<file path="src/rtl/vga_capture_pkg.sv">
// vga_capture_pkg: shared definitions for the VGA capture path.
// Holds the default 640x400 source timing, the decimated output geometry,
// the capture FSM state encoding and the RGB332 pixel packing helper.
package vga_capture_pkg;

  // Default 640x400 source timing (pixels / lines)
  localparam int H_ACTIVE = 640;
  localparam int H_FP     = 16;
  localparam int H_SYNC   = 96;
  localparam int H_BP     = 48;
  localparam int V_ACTIVE = 400;
  localparam int V_FP     = 12;
  localparam int V_SYNC   = 2;
  localparam int V_BP     = 35;

  // Output framebuffer geometry
  localparam int OUT_W = 160;
  localparam int OUT_H = 100;

  typedef enum logic [1:0] {
    ST_IDLE    = 2'd0,
    ST_ARMED   = 2'd1,
    ST_CAPTURE = 2'd2
  } cap_state_e;

  // Pack 24-bit RGB into one RGB332 byte: {r[7:5], g[7:5], b[7:6]}
  function automatic logic [7:0] pack_rgb332(input logic [7:0] red,
                                             input logic [7:0] green,
                                             input logic [7:0] blue);
    return {red[7:5], green[7:5], blue[7:6]};
  endfunction

endpackage

</file>
<file path="src/rtl/vga_capture_sync_detect.sv">
// vga_sync_detect: registers vs/de once and derives frame/line events.
// Ports:
//   pclk, reset   pixel clock, synchronous active-high reset
//   vs, de        raw sync inputs from the pins
//   de_q          registered de
//   vs_start      registered vs just became active (polarity VS_POL)
//   line_end      registered de just fell
module vga_sync_detect #(
  parameter bit VS_POL = 1'b1
) (
  input  logic pclk,
  input  logic reset,
  input  logic vs,
  input  logic de,
  output logic de_q,
  output logic vs_start,
  output logic line_end
);

  logic vs_act_r;
  logic vs_act_d_r;
  logic de_r;
  logic de_d_r;

  // Input registration plus one extra stage for edge detection
  always_ff @(posedge pclk) begin
    if (reset) begin
      vs_act_r   <= 1'b0;
      vs_act_d_r <= 1'b0;
      de_r       <= 1'b0;
      de_d_r     <= 1'b0;
    end else begin
      // Normalise polarity so the edge detector is always rising-edge
      vs_act_r   <= (vs == VS_POL);
      vs_act_d_r <= vs_act_r;
      de_r       <= de;
      de_d_r     <= de_r;
    end
  end

  assign de_q     = de_r;
  assign vs_start = vs_act_r & ~vs_act_d_r;
  assign line_end = de_d_r & ~de_r;

endmodule

</file>
<file path="src/rtl/vga_capture.sv">
// vga_capture: decimates a 640x400 pixel stream 4x4 into a 160x100 RGB332
// framebuffer, issuing one byte write per kept pixel. Also tracks whether
// the source timing is stable (locked).
// Ports:
//   pclk, reset        pixel clock, synchronous active-high reset
//   enable             capture request, acted on at frame boundaries
//   vs, de, r, g, b    source video
//   wr, addr, data     byte write port (no backpressure)
//   busy               ARMED or CAPTURE
//   frame_done         one-cycle pulse when a captured frame ends
//   locked             two consecutive frames had the expected line count
module vga_capture
  import vga_capture_pkg::*;
#(
  parameter int          H_OUT      = OUT_W,
  parameter int          V_OUT      = OUT_H,
  parameter int          SCALE_LOG2 = 2,
  parameter bit          VS_POL     = 1'b1,
  parameter logic [31:0] ADDR_BASE  = 32'd0
) (
  input  logic        pclk,
  input  logic        reset,
  input  logic        enable,
  input  logic        vs,
  input  logic        de,
  input  logic [7:0]  r,
  input  logic [7:0]  g,
  input  logic [7:0]  b,
  output logic        wr,
  output logic [31:0] addr,
  output logic [7:0]  data,
  output logic        busy,
  output logic        frame_done,
  output logic        locked
);

  localparam logic [9:0]  SUB_MASK    = 10'((1 << SCALE_LOG2) - 1);
  localparam logic [31:0] FRAME_LINES = 32'(V_OUT << SCALE_LOG2);

  logic [7:0]  r_r, g_r, b_r;
  logic        de_s, vs_start_s, line_end_s;
  logic [9:0]  col_r, line_r;
  cap_state_e  state_r, state_nxt_s;
  logic        sample_s, frame_end_s;
  logic [31:0] row_s, colx_s, addr_nxt_s, lines_seen_s;
  logic        lines_ok_s, prev_ok_r;
  logic        wr_r, busy_r, frame_done_r, locked_r;
  logic [31:0] addr_r;
  logic [7:0]  data_r;

  vga_sync_detect #(
    .VS_POL(VS_POL)
  ) u_sync (
    .pclk     (pclk),
    .reset    (reset),
    .vs       (vs),
    .de       (de),
    .de_q     (de_s),
    .vs_start (vs_start_s),
    .line_end (line_end_s)
  );

  // Colour inputs registered alongside vs/de so a sample stays aligned
  always_ff @(posedge pclk) begin
    if (reset) begin
      r_r <= 8'd0;
      g_r <= 8'd0;
      b_r <= 8'd0;
    end else begin
      r_r <= r;
      g_r <= g;
      b_r <= b;
    end
  end

  // Column/line position of the registered pixel
  always_ff @(posedge pclk) begin
    if (reset) begin
      col_r  <= 10'd0;
      line_r <= 10'd0;
    end else begin
      if (line_end_s) begin
        col_r <= 10'd0;
      end else if (de_s) begin
        col_r <= col_r + 10'd1;
      end else begin
        col_r <= col_r;
      end
      // vs_start wins: a coincident line_end is folded into lines_seen_s
      if (vs_start_s) begin
        line_r <= 10'd0;
      end else if (line_end_s) begin
        line_r <= line_r + 10'd1;
      end else begin
        line_r <= line_r;
      end
    end
  end

  // Sample decision, write address and frame line count
  always_comb begin
    row_s        = 32'(line_r >> SCALE_LOG2);
    colx_s       = 32'(col_r >> SCALE_LOG2);
    addr_nxt_s   = ADDR_BASE + row_s * 32'(H_OUT) + colx_s;
    if ((state_r == ST_CAPTURE) && de_s &&
        ((col_r & SUB_MASK) == 10'd0) && ((line_r & SUB_MASK) == 10'd0) &&
        (colx_s < 32'(H_OUT)) && (row_s < 32'(V_OUT))) begin
      sample_s = 1'b1;
    end else begin
      sample_s = 1'b0;
    end
    lines_seen_s = 32'(line_r) + (line_end_s ? 32'd1 : 32'd0);
    lines_ok_s   = (lines_seen_s == FRAME_LINES);
  end

  // Capture FSM next-state logic
  always_comb begin
    state_nxt_s = state_r;
    frame_end_s = 1'b0;
    case (state_r)
      ST_IDLE: begin
        if (enable) begin
          state_nxt_s = ST_ARMED;
        end else begin
          state_nxt_s = ST_IDLE;
        end
      end
      ST_ARMED: begin
        if (!enable) begin
          state_nxt_s = ST_IDLE;
        end else if (vs_start_s) begin
          state_nxt_s = ST_CAPTURE;
        end else begin
          state_nxt_s = ST_ARMED;
        end
      end
      ST_CAPTURE: begin
        // enable is only consulted here, so a mid-frame drop finishes the frame
        if (vs_start_s) begin
          frame_end_s = 1'b1;
          if (enable) begin
            state_nxt_s = ST_CAPTURE;
          end else begin
            state_nxt_s = ST_IDLE;
          end
        end else begin
          state_nxt_s = ST_CAPTURE;
        end
      end
      default: begin
        state_nxt_s = ST_IDLE;
      end
    endcase
  end

  // FSM state register
  always_ff @(posedge pclk) begin
    if (reset) begin
      state_r <= ST_IDLE;
    end else begin
      state_r <= state_nxt_s;
    end
  end

  // Registered write port and status outputs
  always_ff @(posedge pclk) begin
    if (reset) begin
      wr_r         <= 1'b0;
      addr_r       <= 32'd0;
      data_r       <= 8'd0;
      busy_r       <= 1'b0;
      frame_done_r <= 1'b0;
    end else begin
      wr_r         <= sample_s;
      busy_r       <= (state_nxt_s == ST_ARMED) || (state_nxt_s == ST_CAPTURE);
      frame_done_r <= frame_end_s;
      if (sample_s) begin
        addr_r <= addr_nxt_s;
        data_r <= pack_rgb332(r_r, g_r, b_r);
      end else begin
        addr_r <= addr_r;
        data_r <= data_r;
      end
    end
  end

  // Lock tracking runs in every state: needs two good frames in a row
  always_ff @(posedge pclk) begin
    if (reset) begin
      prev_ok_r <= 1'b0;
      locked_r  <= 1'b0;
    end else if (vs_start_s) begin
      prev_ok_r <= lines_ok_s;
      locked_r  <= lines_ok_s & prev_ok_r;
    end else begin
      prev_ok_r <= prev_ok_r;
      locked_r  <= locked_r;
    end
  end

  assign wr         = wr_r;
  assign addr       = addr_r;
  assign data       = data_r;
  assign busy       = busy_r;
  assign frame_done = frame_done_r;
  assign locked     = locked_r;

endmodule

</file>
<file path="config.mk">
export PLATFORM = sky130hd
export DESIGN_NAME = vga_capture
export DESIGN_NICKNAME = d
export VERILOG_FILES = /design/src/rtl/vga_capture_pkg.sv /design/src/rtl/vga_capture_sync_detect.sv /design/src/rtl/vga_capture.sv
export SDC_FILE = /design/constraint.sdc
export NUM_CORES = 1
export LEC_CHECK = 0
export CAP_MARGIN = 40
export CORE_MARGIN = 4
export CORE_UTILIZATION = 54
export DETAILED_ROUTE_END_ITERATION = 8
export PLACE_DENSITY = 0.85
export SLEW_MARGIN = 20
export SYNTH_ARGS = -nofsm -noshare
export SYNTH_HDL_FRONTEND = slang
export SYNTH_SLANG_ARGS = --single-unit
export TNS_END_PERCENT = 5
</file>
<file path="constraint.sdc">
create_clock -name pclk -period 6.1 [get_ports pclk]
set_clock_uncertainty 0.1 [all_clocks]
set_input_delay 1.22 -clock pclk [delete_from_list [all_inputs] [get_ports pclk]]
set_output_delay 1.22 -clock pclk [all_outputs]
set_load 0.01 [all_outputs]
</file>
==> run metrics <==
fraction of the cycle the final worst path needs=52.0%; crit path capture type=flip-flop; top-area cell type share of the netlist area=40.0%; proportion of layout cells with a drive suffix above 1=6.67%; number of global-route vias before repair=2261; DIE WIDTH=85.0 um; count of endpoints failing hold in the final timing report=0; status=finished, final reports clean; Synth async-reset ratio=0%; Simple-Gate Fraction of Synth Area=23.1%; vias after detailed routing=2491; synthesized-area fraction occupied by adder cells=9.45%; CORE AREA=0.00564 mm2; Reg2Reg Setup Slack=2.93 ns; clock latency of the later-clocked register in the worst-skew pair=0.35 ns; power per cell area=237 mW/mm2; maximum net fanout on the critical path=12; class of the worst hold path=flip-flop to flip-flop; DR vias/cell=5.22; total wire length after detailed routing=5970 um; # port buffers=41; final antenna diode count=0; global route overflow=0; Leakage=0.00150 uW; largest net degree at the start of global routing=26; synthesized cell area=0.00320 mm2; DIE HEIGHT=85.0 um; clock net sink count=64; min cycle time layout=3.17 ns; Total Neg Setup Slack=0 ns; setup-violating endpoint count in the final report=0; Global Route Usage Sum=16.9%; peak ir drop on the vdd network=0.207 mV; Worst Max-Slew Pin Slew=0.776 ns; area taken by flip-flops and latches=0.00128 mm2; number of hold-repair buffers added at the cts stage=0; first-pass GRT wire length=9790 um; Synth-to-Final Area Change=20.3%; startpoint-to-endpoint class of the critical path=flip-flop to flip-flop; worst hold stages=2; area of combinational cells with multiple inputs=0.00175 mm2; deepest level of the CTS H-tree=3; fraction of the yosys area taken by sequential cells=40.0%; number of synthesized flops with an enable pin=0; number of ports placed on the die boundary=73; TritonCTS Buffers=9; synthesized-area fraction occupied by xor and xnor cells=6.29%; CTS tree=built; Critical Path RT=6.25 ns; Final Max Tran Viols=0; type of element launching the critical path=flip-flop; post-route insts no fill=477; deepest clock path buffer count=2; Post-route DRC=0; count of fill cells added during filler insertion=426; top flip-flop cell by instance count after synthesis=sky130_fd_sc_hd__dfxtp_1; number of max-capacitance violations reported=0; detail-routed net length per standard cell=12.5 um; Initial Util=56.8%; Synth Area in Compound Gates=13.7%; number of standard cells after synthesis=364; share of the core filled with cells=68.4%; nets=452; arrival time at the worst endpoint=3.32 ns; First-pass DRT Iterations=4; most area-hungry cell type in the Yosys netlist=sky130_fd_sc_hd__dfxtp_1; post-cts gate resize count=0; initial antenna violation count=0; total of flip-flops plus latches after synthesis=64; post-route ant nets=0; area enclosed by the die boundary=0.00723 mm2; Post-CTS Setup Bufs=0; Worst-path clk slew=0.08 ns; Final GP Congestion=0.794; Mean Syn Cell Area=8.80 um2; upper clock frequency limit=315 MHz; floorplan row count=27; main combinational cell family by area after synthesis=simple AND/OR/NAND/NOR gates; RSZ-0062 raised after global routing=false; starting DRC count in detailed routing=79; top post-synthesis cells by area=sky130_fd_sc_hd__dfxtp_1, sky130_fd_sc_hd__ha_1, sky130_fd_sc_hd__nand2_1, sky130_fd_sc_hd__nor2_1, sky130_fd_sc_hd__a21oi_1; number of placed cells counting well taps=461; clock root buffer=sky130_fd_sc_hd__clkbuf_8; Final HPWL DP=4340 um; Hold Slack=0.338 ns; depth of the worst register-to-register path=8; count of synthesis-stage warnings from yosys=0; distinct cell type count of the synthesized netlist=51; multiplexer share of the synthesized area=0.312%; Max-slew headroom=48.1%
[final cells by class]
cell class	count	share of cell area (%)
Sequential cell	64	33.2
Inverter	11	1.07
Timing Repair Buffer	44	11.5
Clock buffer	9	3.21
Multi-Input combinational cell	270	45.4
Clock inverter	7	3.24
Tap cell	72	2.34
[layout by cell type, fill, tap and decap left out, types with 5 or more instances in the layout]
cell type / instances
sky130_fd_sc_hd__dfxtp_1: 64
sky130_fd_sc_hd__xnor2_1: 10
sky130_fd_sc_hd__a21oi_1: 26
sky130_fd_sc_hd__clkdlybuf4s50_1: 41
sky130_fd_sc_hd__nand2_1: 45
sky130_fd_sc_hd__nor2b_1: 20
sky130_fd_sc_hd__nand2b_1: 5
sky130_fd_sc_hd__xor2_1: 13
sky130_fd_sc_hd__ha_1: 21
sky130_fd_sc_hd__inv_1: 11
sky130_fd_sc_hd__conb_1: 15
sky130_fd_sc_hd__clkbuf_8: 9
sky130_fd_sc_hd__o21ai_0: 10
sky130_fd_sc_hd__nor2_1: 35
sky130_fd_sc_hd__a211oi_1: 7
sky130_fd_sc_hd__nand4_1: 6
[kinds of logic (layout without fill, tap and decap cells)]
| group | after synthesis | in the layout |
|---|---|---|
| simple gates | 144 | 144 |
| compound gates | 64 | 64 |
| flops | 64 | 64 |
| buf+inv | 44 | 71 |
| fa+ha+maj | 23 | 23 |
| xor+xnor | 23 | 23 |
| other cells | 1 | 15 |
| mux | 1 | 1 |
[routing by layer]
metal  wire, um  share of wire, %  global-route usage [%]
met1       2650                44                    19.3
met2       2810                47                    28.0
met3        408               6.8                    6.50
met4         97               1.6                    7.34
met5          0                 0                       0
[critical path, cell delays in order, from the launching register on]
cell and delay [ns]:
sky130_fd_sc_hd__dfxtp_1 0.57, sky130_fd_sc_hd__ha_1 0.31, sky130_fd_sc_hd__ha_1 0.24, sky130_fd_sc_hd__fa_1 0.41, sky130_fd_sc_hd__a211oi_1 0.47, sky130_fd_sc_hd__nor2_1 0.14, sky130_fd_sc_hd__o311ai_2 0.34, sky130_fd_sc_hd__a21bo_1 0.25
sky130_fd_sc_hd__a311oi_2 0.25
[power by group]
part	total [uW]	switching, uW	internal, uW	leakage, uW
clock network	454	178	276	0.000125
logic	32.5	18.1	14.4	0.000852
registers	427	3.70	424	0.000519
total	914	200	714	0.00150
[synthesized netlist by cell type, drive strengths merged (5+ instances only)]
cell type,n
a211oi,8
inv,11
nor2b,20
buf,18
nand2,45
xnor2,10
dfxtp,64
ha,21
xor2,13
nand4,6
nor2,35
o21ai,11
a21oi,26
nand2b,5
clkbuf,15
[stage by stage]
| stage | total power (uW) | setup WS [ns] | instance area, um2 |
|---|---|---|---|
| finish | 914 | 2.93 | 3860 |
| floorplan | 464 | 3.32 | 3260 |
| detailed placement | 469 | 2.61 | 3610 |
| CTS | 923 | 2.94 | 3860 |
| global placement | 468 | 2.64 | 3580 |
| global route | 945 | 2.68 | 3860 |
[registers in the layout, summed over array words and instances, names as in the netlist]
| signal | count |
|---|---|
| r_r | 3 |
| wr | 1 |
| busy | 1 |
| u_sync.de_d_r | 1 |
| g_r | 3 |
| data | 8 |
| u_sync.vs_act_r | 1 |
| line_r | 10 |
| state_r | 2 |
| u_sync.de_q | 1 |
| col_r | 10 |
| b_r | 2 |
| frame_done | 1 |
| addr | 17 |
| u_sync.vs_act_d_r | 1 |
| locked | 1 |
| prev_ok_r | 1 |
[final timing paths]
check	start	endpoint
max	line_r[3]$_SDFFE_PP0N_	addr[14]$_SDFFE_PP0P_
min	g_r[5]$_SDFF_PP0_	data[2]$_SDFFE_PP0P_
max reg2reg	line_r[3]$_SDFFE_PP0N_	addr[14]$_SDFFE_PP0P_
min reg2reg	g_r[5]$_SDFF_PP0_	data[2]$_SDFFE_PP0P_
Power figures use the tool's default switching activity.
